`config.mk`:
```
export PLATFORM = sky130hd
export DESIGN_NAME = sc_nivel_ctrl
export DESIGN_NICKNAME = d
export VERILOG_FILES = /design/src/rtl/sc_nivel_ctrl_pkg.sv /design/src/rtl/sc_nivel_timer.sv /design/src/rtl/sc_nivel_ctrl.sv
export SDC_FILE = /design/constraint.sdc
export NUM_CORES = 1
export LEC_CHECK = 0
export CAP_MARGIN = 20
export CORE_AREA = 4 4 52 54
export CTS_BUF_LIST = sky130_fd_sc_hd__clkbuf_8
export DETAILED_ROUTE_END_ITERATION = 6
export DIE_AREA = 0 0 56 58
export GPL_TIMING_DRIVEN = 1
export PLACE_DENSITY_LB_ADDON = 0.08
export SLEW_MARGIN = 0
export SYNTH_ARGS = -nofsm -noshare
export SYNTH_HDL_FRONTEND = slang
export SYNTH_SLANG_ARGS = --single-unit
```
`constraint.sdc`:
```
create_clock -name SC_NIVEL_CTRL_CLOCK -period 1.95 [get_ports SC_NIVEL_CTRL_CLOCK]
set_input_delay 0.39 -clock SC_NIVEL_CTRL_CLOCK [delete_from_list [all_inputs] [get_ports SC_NIVEL_CTRL_CLOCK]]
set_output_delay 0.39 -clock SC_NIVEL_CTRL_CLOCK [all_outputs]
set_load 0.01 [all_outputs]
```
`src/rtl/sc_nivel_ctrl_pkg.sv`:
```
// Shared types and defaults for the lane level sequencer.
package sc_nivel_ctrl_pkg;

    typedef enum logic [2:0] {
        ST_IDLE  = 3'd0,
        ST_LOAD  = 3'd1,
        ST_RUN   = 3'd2,
        ST_PAUSE = 3'd3,
        ST_OVER  = 3'd4,
        ST_WIN   = 3'd5
    } state_t;

    localparam int NVL_DW_DEF     = 2;
    localparam int LIVES_DW_DEF   = 2;
    localparam int LIVES_INIT_DEF = 3;
    localparam int PAUSE_DW_DEF   = 4;
    localparam int NVL_MAX        = (1 << NVL_DW_DEF) - 1;

endpackage

```
`src/rtl/sc_nivel_timer.sv`:
```
// Clear/enable up-counter; tc flags the all-ones count.
module sc_nivel_timer #(
    parameter int W = 4
) (
    input  logic clk,
    input  logic rst,
    input  logic clr,
    input  logic en,
    output logic tc
);

    logic [W-1:0] count;

    always_ff @(posedge clk or posedge rst) begin
        if (rst) begin
            count <= '0;
        end else if (clr) begin
            count <= '0;
        end else if (en) begin
            count <= count + 1'b1;
        end
    end

    assign tc = &count;

endmodule

```
`src/rtl/sc_nivel_ctrl.sv`:
```
// Game-level sequencer: level code, lane load strobe, lives and
// game-over/win flags for the vehicle lanes.
module sc_nivel_ctrl
    import sc_nivel_ctrl_pkg::*;
#(
    parameter int DATAWIDTH_NVL   = NVL_DW_DEF,
    parameter int DATAWIDTH_LIVES = LIVES_DW_DEF,
    parameter int LIVES_INIT      = LIVES_INIT_DEF,
    parameter int PAUSE_DATAWIDTH = PAUSE_DW_DEF
) (
    input  logic                       SC_NIVEL_CTRL_CLOCK,
    input  logic                       SC_NIVEL_CTRL_RESET,
    input  logic                       SC_NIVEL_CTRL_START_IN,
    input  logic                       SC_NIVEL_CTRL_GOAL_IN,
    input  logic                       SC_NIVEL_CTRL_HIT_IN,
    output logic [DATAWIDTH_NVL-1:0]   SC_NIVEL_CTRL_NVL_OUT,
    output logic                       SC_NIVEL_CTRL_CN_OUT,
    output logic [DATAWIDTH_LIVES-1:0] SC_NIVEL_CTRL_LIVES_OUT,
    output logic                       SC_NIVEL_CTRL_RUN_OUT,
    output logic                       SC_NIVEL_CTRL_GAMEOVER_OUT,
    output logic                       SC_NIVEL_CTRL_WIN_OUT
);

    localparam logic [DATAWIDTH_NVL-1:0] NVL_TOP = '1;
    localparam logic [DATAWIDTH_LIVES-1:0] LIVES_RST =
        DATAWIDTH_LIVES'(LIVES_INIT);
    localparam logic [DATAWIDTH_LIVES-1:0] LIVES_ONE =
        DATAWIDTH_LIVES'(1);

    state_t                     state, state_nx;
    logic [DATAWIDTH_NVL-1:0]   nvl, nvl_nx;
    logic [DATAWIDTH_LIVES-1:0] lives, lives_nx;
    logic                       pause_tc;

    // Counter is held clear outside PAUSE, so each PAUSE starts at zero.
    sc_nivel_timer #(
        .W (PAUSE_DATAWIDTH)
    ) u_timer (
        .clk (SC_NIVEL_CTRL_CLOCK),
        .rst (SC_NIVEL_CTRL_RESET),
        .clr (state != ST_PAUSE),
        .en  (state == ST_PAUSE),
        .tc  (pause_tc)
    );

    always_comb begin
        state_nx = state;
        nvl_nx   = nvl;
        lives_nx = lives;
        unique case (state)
            ST_IDLE, ST_OVER, ST_WIN: begin
                if (SC_NIVEL_CTRL_START_IN) begin
                    state_nx = ST_LOAD;
                    nvl_nx   = '0;
                    lives_nx = LIVES_RST;
                end
            end
            ST_LOAD: state_nx = ST_RUN;
            ST_RUN: begin
                if (SC_NIVEL_CTRL_HIT_IN) begin
                    if (lives > LIVES_ONE) begin
                        lives_nx = lives - 1'b1;
                        state_nx = ST_PAUSE;
                    end else begin
                        if (lives != '0) lives_nx = lives - 1'b1;
                        state_nx = ST_OVER;
                    end
                end else if (SC_NIVEL_CTRL_GOAL_IN) begin
                    if (nvl != NVL_TOP) begin
                        nvl_nx   = nvl + 1'b1;
                        state_nx = ST_PAUSE;
                    end else begin
                        state_nx = ST_WIN;
                    end
                end
            end
            ST_PAUSE: if (pause_tc) state_nx = ST_LOAD;
            default: state_nx = ST_IDLE;
        endcase
    end

    always_ff @(posedge SC_NIVEL_CTRL_CLOCK or posedge SC_NIVEL_CTRL_RESET) begin
        if (SC_NIVEL_CTRL_RESET) begin
            state                      <= ST_IDLE;
            nvl                        <= '0;
            lives                      <= LIVES_RST;
            SC_NIVEL_CTRL_CN_OUT       <= 1'b0;
            SC_NIVEL_CTRL_RUN_OUT      <= 1'b0;
            SC_NIVEL_CTRL_GAMEOVER_OUT <= 1'b0;
            SC_NIVEL_CTRL_WIN_OUT      <= 1'b0;
        end else begin
            state                      <= state_nx;
            nvl                        <= nvl_nx;
            lives                      <= lives_nx;
            SC_NIVEL_CTRL_CN_OUT       <= (state_nx == ST_LOAD);
            SC_NIVEL_CTRL_RUN_OUT      <= (state_nx == ST_RUN);
            SC_NIVEL_CTRL_GAMEOVER_OUT <= (state_nx == ST_OVER);
            SC_NIVEL_CTRL_WIN_OUT      <= (state_nx == ST_WIN);
        end
    end

    assign SC_NIVEL_CTRL_NVL_OUT   = nvl;
    assign SC_NIVEL_CTRL_LIVES_OUT = lives;

endmodule

```
# Yosys cells after proc, flatten, opt, wreduce, memory -nomap -nowiden
# Index checks and enable logic that the tools add are counted.
[word_totals]
regBits = 15
wordCells = 56
latchBits = 0
romBits = 0
ramBits = 0
mem_count = 0
[op_classes]
muxes = 19
n_lt_le_gt_ge = 1
div_mod_pow = 0
n_eq_ne = 17
n_addsub = 3
n_mul = 0
shifts = 0
bitwise_logic = 0
reduce_logical = 8
[op_table]
columns = ["operator", "count"]
rows = [
  ["2-to-1 mux 3 bit", 6],
  ["2-to-1 mux 2 bit", 8],
  ["equality test 3 bit (second input constant)", 4],
  ["!= test 2 bit (second input constant)", 6],
  ["one-hot mux 3 bit (4 select lines)", 1],
  ["equality test 3 x 2 -> 1 bit (second input constant)", 3],
  ["2-to-1 mux 4 bit", 2],
  ["one-hot mux 2 bit (2 select lines)", 2],
  ["AND reduction 4 bit", 2],
  ["equality test 3 x 1 -> 1 bit (second input constant)", 2],
  ["nonzero test 2 bit", 3],
  ["AND reduction 5 bit", 1],
  ["adder 4 x 1 -> 4 bit (second input constant)", 1],
  ["zero test 3 bit", 1],
  ["!= test 3 x 2 -> 1 bit (second input constant)", 1],
  ["!= test 3 bit (second input constant)", 1],
  ["OR reduction 3 bit", 1],
  ["adder 2 x 1 -> 2 bit (second input constant)", 1],
  ["> comparator 2 x 1 -> 1 bit (second input constant)", 1],
  ["subtractor 2 x 1 -> 2 bit (second input constant)", 1],
]

# Longest topological paths before layout
# Gate-level depths: netlist (run 1).
[depth]
word_depth = 6
mapped_depth = 6
mapped_depth_nobuf = 6

# Cells and area by module
# From an unflattened synthesis (run 1), not the netlist that was laid out.
[hier_totals]
cells_unflattened = 76
area_unflattened_um2 = 817.0
[by_module_without_submodules]
columns = ["module", "seq_area_each_um2", "area_per_inst_um2", "instances", "cells_per_inst"]
rows = [
  ["sc_nivel_ctrl", 277.8, 614.3, 1, 58],
  ["sc_nivel_timer", 100.1, 202.7, 1, 18],
]

# Worst setup path after synthesis (run 1)
# No wires, ideal clock.
[synth_timing]
path_kind = "register to register"
from = "register lives[0], in the netlist SC_NIVEL_CTRL_LIVES_OUT[0]"
to = "register SC_NIVEL_CTRL_CN_OUT"
setup_time_ns = 0.120
path_stages_with_launch = 6
arrival_time_ns = 1.414
setup_slack_ns = 0.416
synth_period_minus_slack_ns = 1.534
path_cell_list = "dfstp_2 > ha_1 > nand2b_1 > nor2_1 > o32a_2 > and3b_1"
[synth_between]
elab_chain_cells = 5
[synth_lines]
columns = ["item", "line_no", "text"]
rows = [
  ["from (decl)", "sc_nivel_ctrl.sv:32", "logic [DATAWIDTH_LIVES-1:0] lives, lives_nx;"],
  ["from (signal assigned)", "sc_nivel_ctrl.sv:94", "lives <= lives_nx;"],
  ["> comparator 2 x 1 -> 1 bit", "sc_nivel_ctrl.sv:61", "if (lives > LIVES_ONE) begin"],
  ["2-to-1 mux 3 bit", "sc_nivel_ctrl.sv:61", ""],
  ["2-to-1 mux 3 bit", "sc_nivel_ctrl.sv:60", "if (SC_NIVEL_CTRL_HIT_IN) begin"],
  ["one-hot mux 3 bit (4 select lines)", "sc_nivel_ctrl.sv:50", "unique case (state)"],
  ["net state_nx[0]", "sc_nivel_ctrl.sv:30", "state_t state, state_nx;"],
  ["equality test 3 x 1 -> 1 bit", "sc_nivel_ctrl.sv:95", "SC_NIVEL_CTRL_CN_OUT <= (state_nx == ST_LOAD);"],
  ["to (signal assigned)", "sc_nivel_ctrl.sv:95", ""],
  ["to (decl)", "sc_nivel_ctrl.sv:17", "output logic SC_NIVEL_CTRL_CN_OUT,"],
]
# The timed path passes the listed nets, and every way through them passes these cells.
# A chain may end at the register's enable or synchronous reset.

# Worst setup path in the final report (run 1)
[layout_timing]
from = "register lives[0], in the netlist SC_NIVEL_CTRL_LIVES_OUT[0]"
to = "output SC_NIVEL_CTRL_LIVES_OUT[0]"
[layout_lines]
columns = ["item", "line_no", "text"]
rows = [
  ["to (decl)", "sc_nivel_ctrl.sv:18", "output logic [DATAWIDTH_LIVES-1:0] SC_NIVEL_CTRL_LIVES_OUT,"],
]
# No word-level cell between the ends.

==> impl_metrics.xml, run 1 <==
<?xml version="1.0" encoding="UTF-8"?>
<metrics>
  <group name="cts">
    <metric name="worst_skew_pair.late_latency" unit="ps">250</metric>
    <metric name="clkTransAtPathRegs" unit="ps">60</metric>
    <metric name="ctsLongestPathBuffers" unit="">2</metric>
    <metric name="post_cts.resized_instances" unit="">0</metric>
    <metric name="ctsRootBufferMaster" unit="">clkbuf_8</metric>
    <metric name="tritoncts" unit="">built</metric>
    <metric name="clock_sinks" unit="">15</metric>
    <metric name="cts-buffers-inserted" unit="">3</metric>
    <metric name="post-cts-setup-buffers" unit="">0</metric>
    <metric name="ctsHoldBuffers" unit="">0</metric>
    <metric name="htree_levels" unit="">1</metric>
  </group>
  <group name="pwr">
    <metric name="cellInternalPower" unit="mW">0.8441</metric>
    <metric name="power.ir.vdd_worst" unit="mV">0.6212</metric>
    <metric name="clk_pwr_share" unit="%">19.0</metric>
    <metric name="power-per-cell-area" unit="mW/mm^2">1342</metric>
    <metric name="power_leakage" unit="nW">0.4691</metric>
    <metric name="switching_power" unit="mW">0.4238</metric>
    <metric name="totalPowerFinal" unit="mW">1.268</metric>
    <metric name="p_seq_share" unit="%">42.2</metric>
    <metric name="comb_power_share" unit="%">38.8</metric>
    <metric name="sw_frac_of_total" unit="%">33.42</metric>
  </group>
  <group name="layout">
    <metric name="antenna-diode-count" unit="">0</metric>
    <metric name="post_layout_nonfiller_instances" unit="">112</metric>
    <metric name="most-common-layout-cells" unit="">dfrtp_1, clkdlybuf4s50_1, inv_1</metric>
    <metric name="finalNetCount" unit="">94</metric>
    <metric name="fillCellCount" unit="">228</metric>
    <metric name="ff_latch_area" unit="um^2">377.9</metric>
    <metric name="fraction_of_final_layout_cells_with_drive_strength_greater_than_1" unit="%">11.90</metric>
    <metric name="multi_input_area" unit="um^2">336.6</metric>
    <metric name="most_common_cell_after_layout_fill_and_taps_aside" unit="">dfrtp_1</metric>
    <metric name="syn_to_final_growth" unit="%">25.00</metric>
  </group>
  <group name="flow_run">
    <metric name="max_cap_viol_count" unit="">0</metric>
  </group>
  <group name="sta">
    <metric name="fmax" unit="GHz">0.5738</metric>
    <metric name="final_min_period_over_clock_period" unit="%">89.37</metric>
    <metric name="hold_violations" unit="">0</metric>
    <metric name="tightest_pin_transition" unit="ps">559.6</metric>
    <metric name="number_of_pins_exceeding_their_max_slew_limit_in_the_final_report" unit="">0</metric>
    <metric name="worst_slew_margin_rel" unit="%">62.66</metric>
    <metric name="setup-violations-final" unit="">0</metric>
    <metric name="final.min_clock_period" unit="ps">1743</metric>
    <metric name="fin_setup_tns" unit="ps">0</metric>
    <metric name="worst_case_setup_margin_in_the_final_layout" unit="ps">207.3</metric>
    <metric name="rsz_0062_raised_after_global_routing" unit="">no</metric>
    <metric name="skew" unit="ps">5.715</metric>
  </group>
  <group name="worst_setup_path">
    <metric name="path_cells" unit="">clkdlybuf4s50_1</metric>
    <metric name="cp_data_arrival_time" unit="ps">1350</metric>
    <metric name="worstSetupPathType" unit="">flip-flop to output port</metric>
    <metric name="cpMaxStageDelayCell" unit="">dfstp_2</metric>
    <metric name="slowest_delay" unit="ps">570</metric>
    <metric name="worst-endpoint-required" unit="ps">1560</metric>
    <metric name="worstPathMaxFanout" unit="">5</metric>
    <metric name="crit_path_end_kind" unit="">output port</metric>
    <metric name="worstPathBufferInverterCount" unit="">1</metric>
    <metric name="cp_launch_type" unit="">flip-flop</metric>
    <metric name="critical-path-top-delay-family" unit="">flip-flops</metric>
  </group>
  <group name="detailed_routing">
    <metric name="detail-route-antenna-nets" unit="">0</metric>
    <metric name="routed_wl" unit="um">1321</metric>
    <metric name="dr_total_vias" unit="">502</metric>
    <metric name="dr.first_iter.drc_count" unit="">3</metric>
    <metric name="post-route-drc-count" unit="">0</metric>
    <metric name="drt_pass1_iterations" unit="">3</metric>
    <metric name="post_drt_via_cell_ratio" unit="">4.482</metric>
    <metric name="routedWlPerCell" unit="um">11.79</metric>
  </group>
  <group name="place">
    <metric name="port_buffers" unit="">12</metric>
    <metric name="final_hpwl_from_detailed_placement" unit="um">1016</metric>
    <metric name="place.detailed.instances" unit="">108</metric>
    <metric name="place_congestion" unit="">0.6418</metric>
    <metric name="placement.setup.worst_slack" unit="ps">120.8</metric>
  </group>
  <group name="synth">
    <metric name="seq_area_frac_synth" unit="%">50.00</metric>
    <metric name="synthesis.yosys.warnings" unit="">0</metric>
    <metric name="post_synth_xor_area_fraction" unit="%">2.318</metric>
    <metric name="yosys.area_share.adder" unit="%">6.623</metric>
    <metric name="synth_simple_gate_area_share" unit="%">19.21</metric>
    <metric name="fraction_of_synthesized_area_in_multiplexers" unit="%">6.954</metric>
    <metric name="synth.net_count" unit="">78</metric>
    <metric name="count_of_mapped_cells_out_of_synthesis" unit="">69</metric>
    <metric name="synth_compound_gate_area_share" unit="%">9.437</metric>
    <metric name="synthDominantCellAreaShare" unit="%">43.05</metric>
    <metric name="synth_area_leaders" unit="">dfrtp_1, dfstp_2, ha_1</metric>
    <metric name="syn-mean-instance-area" unit="um^2">10.95</metric>
    <metric name="synth_area_leader_cell" unit="">dfrtp_1</metric>
    <metric name="post_synth_instance_area" unit="um^2">755.7</metric>
    <metric name="postSynthRegisterBits" unit="">15</metric>
    <metric name="dominant_combinational_cell_family_by_area_after_synthesis" unit="">simple AND/OR/NAND/NOR gates</metric>
    <metric name="synth.lib_cells_used.distinct" unit="">27</metric>
  </group>
  <group name="die">
    <metric name="start_util" unit="%">34.16</metric>
    <metric name="rows" unit="">17</metric>
    <metric name="die-width" unit="um">56</metric>
    <metric name="core-area" unit="mm^2">0.002212</metric>
    <metric name="die-height" unit="um">58</metric>
    <metric name="die-area" unit="mm^2">0.003248</metric>
    <metric name="i_o_pins" unit="">13</metric>
  </group>
  <group name="status">
    <metric name="status" unit="">complete, no violations</metric>
  </group>
  <group name="hold_path">
    <metric name="hold_path_class" unit="">flip-flop to flip-flop</metric>
  </group>
  <group name="global_routing">
    <metric name="grt_antenna_before_repair" unit="">0</metric>
    <metric name="grt_pass1_vias" unit="">517</metric>
    <metric name="first_pass_grt_wire_length" unit="um">2242</metric>
    <metric name="overflow" unit="">0</metric>
    <metric name="total_routing_usage_gr" unit="%">9.121</metric>
    <metric name="grt_max_degree" unit="">16</metric>
  </group>
</metrics>
==> through the flow <==
stage          hold slack [ps]  area [um^2]  util (%)
2_1_floorplan            290.0        755.7         -
3_3_place_gp             455.2        899.6     40.67
3_5_place_dp             483.1        899.6     40.67
4_1_cts                  491.8        944.7     42.70
5_1_grt                  497.1        944.7     42.70
6_report                 479.4        944.7     42.70
==> sequential cells by signal, summed over array words and instances (netlist names) <==
name                        flops
SC_NIVEL_CTRL_GAMEOVER_OUT      1
SC_NIVEL_CTRL_LIVES_OUT         2
u_timer.count                   4
SC_NIVEL_CTRL_NVL_OUT           2
SC_NIVEL_CTRL_CN_OUT            1
SC_NIVEL_CTRL_RUN_OUT           1
SC_NIVEL_CTRL_WIN_OUT           1
state                           3
==> cell families (layout without fill, tap and decap cells) <==
logic type                 count (synthesis)  count (layout)
and+or+nand+nor                           26              26
xor gates and xnor gates                   2               2
AOI/OAI and AO/OA                          8               8
DFF                                       15              15
buffers and inverters                      9              24
adders and majority gates                  4               4
muxes                                      5               5
==> power groups by stage <==
| stage | Clock, mW | Sequential, mW | Combinational (mW) |
|---|---|---|---|
| after CTS | 0.255 | 0.537 | 0.504 |
| after global routing | 0.265 | 0.554 | 0.553 |
| after global placement | 0 | 0.542 | 0.497 |
| after detailed placement | 0 | 0.542 | 0.501 |
| after floorplan | 0 | 0.527 | 0.350 |
| final | 0.241 | 0.535 | 0.492 |
==> synthesized netlist by cell type <==
master,number
dfrtp_1,13
inv_1,8
nor2_1,8
nand2_1,5
ha_1,4
nor2b_1,4
mux2i_1,3
dfstp_2,2
mux2_1,2
nand2b_1,2
o32a_2,2
a211oi_1,1
a22oi_1,1
a2bb2oi_2,1
a31oi_1,1
and3_2,1
and3b_1,1
and4_1,1
buf_6,1
nand3_1,1
nand3b_1,1
nor2b_4,1
o21a_1,1
o21ai_0,1
or2b_1,1
xnor2_1,1
xor2_1,1
==> final timing paths <==
| kind | slack (ps) | endpoint | start | cells past startpoint |
|---|---|---|---|---|
| setup / recovery | 210 | SC_NIVEL_CTRL_LIVES_OUT[0] | SC_NIVEL_CTRL_LIVES_OUT[0] | 1 |
| hold / removal | 480 | u_timer.count[0] | u_timer.count[0] | 1 |
| setup reg to reg | 360 | SC_NIVEL_CTRL_CN_OUT | SC_NIVEL_CTRL_LIVES_OUT[0] | 5 |
| hold reg to reg | 480 | u_timer.count[0] | u_timer.count[0] | 1 |
| max in group asynchronous | 1080 | state[2] | SC_NIVEL_CTRL_RESET | 2 |
| min in group asynchronous | 500 | u_timer.count[1] | SC_NIVEL_CTRL_RESET | 2 |
==> layout make-up <==
| class | instances | area share (%) |
|---|---|---|
| multi-input combinational | 45 | 35.63 |
| sequential | 15 | 40.00 |
| inverter | 8 | 3.179 |
| clock inverter | 1 | 0.3974 |
| clock buffer | 3 | 4.371 |
| tap | 28 | 3.709 |
| timing repair buffer | 12 | 12.72 |
==> metal layers <==
| metal | GRT usage [%] | share of wire [%] | vias up |
|---|---|---|---|
| met1 | 10.66 | 47 | 231 |
| met5 | 0 | 0 | - |
| met3 | 2.895 | 3.6 | 3 |
| met4 | 5.085 | 1.9 | 0 |
| met2 | 14.86 | 47 | 9 |
| li1 | - | - | 259 |
(Power assumes the default switching activity.)
==> run 2: changes to the inputs <==
--- a/config.mk
+++ b/config.mk
@@ -10,6 +10,7 @@
 export CTS_BUF_LIST = sky130_fd_sc_hd__clkbuf_8
 export DETAILED_ROUTE_END_ITERATION = 6
 export DIE_AREA = 0 0 56 58
+export GPL_ROUTABILITY_DRIVEN = 0
 export GPL_TIMING_DRIVEN = 1
 export PLACE_DENSITY_LB_ADDON = 0.08
 export SLEW_MARGIN = 0
==> results of run 2 <==
The final DEF is identical to that of run 1; final timing and power are the same.
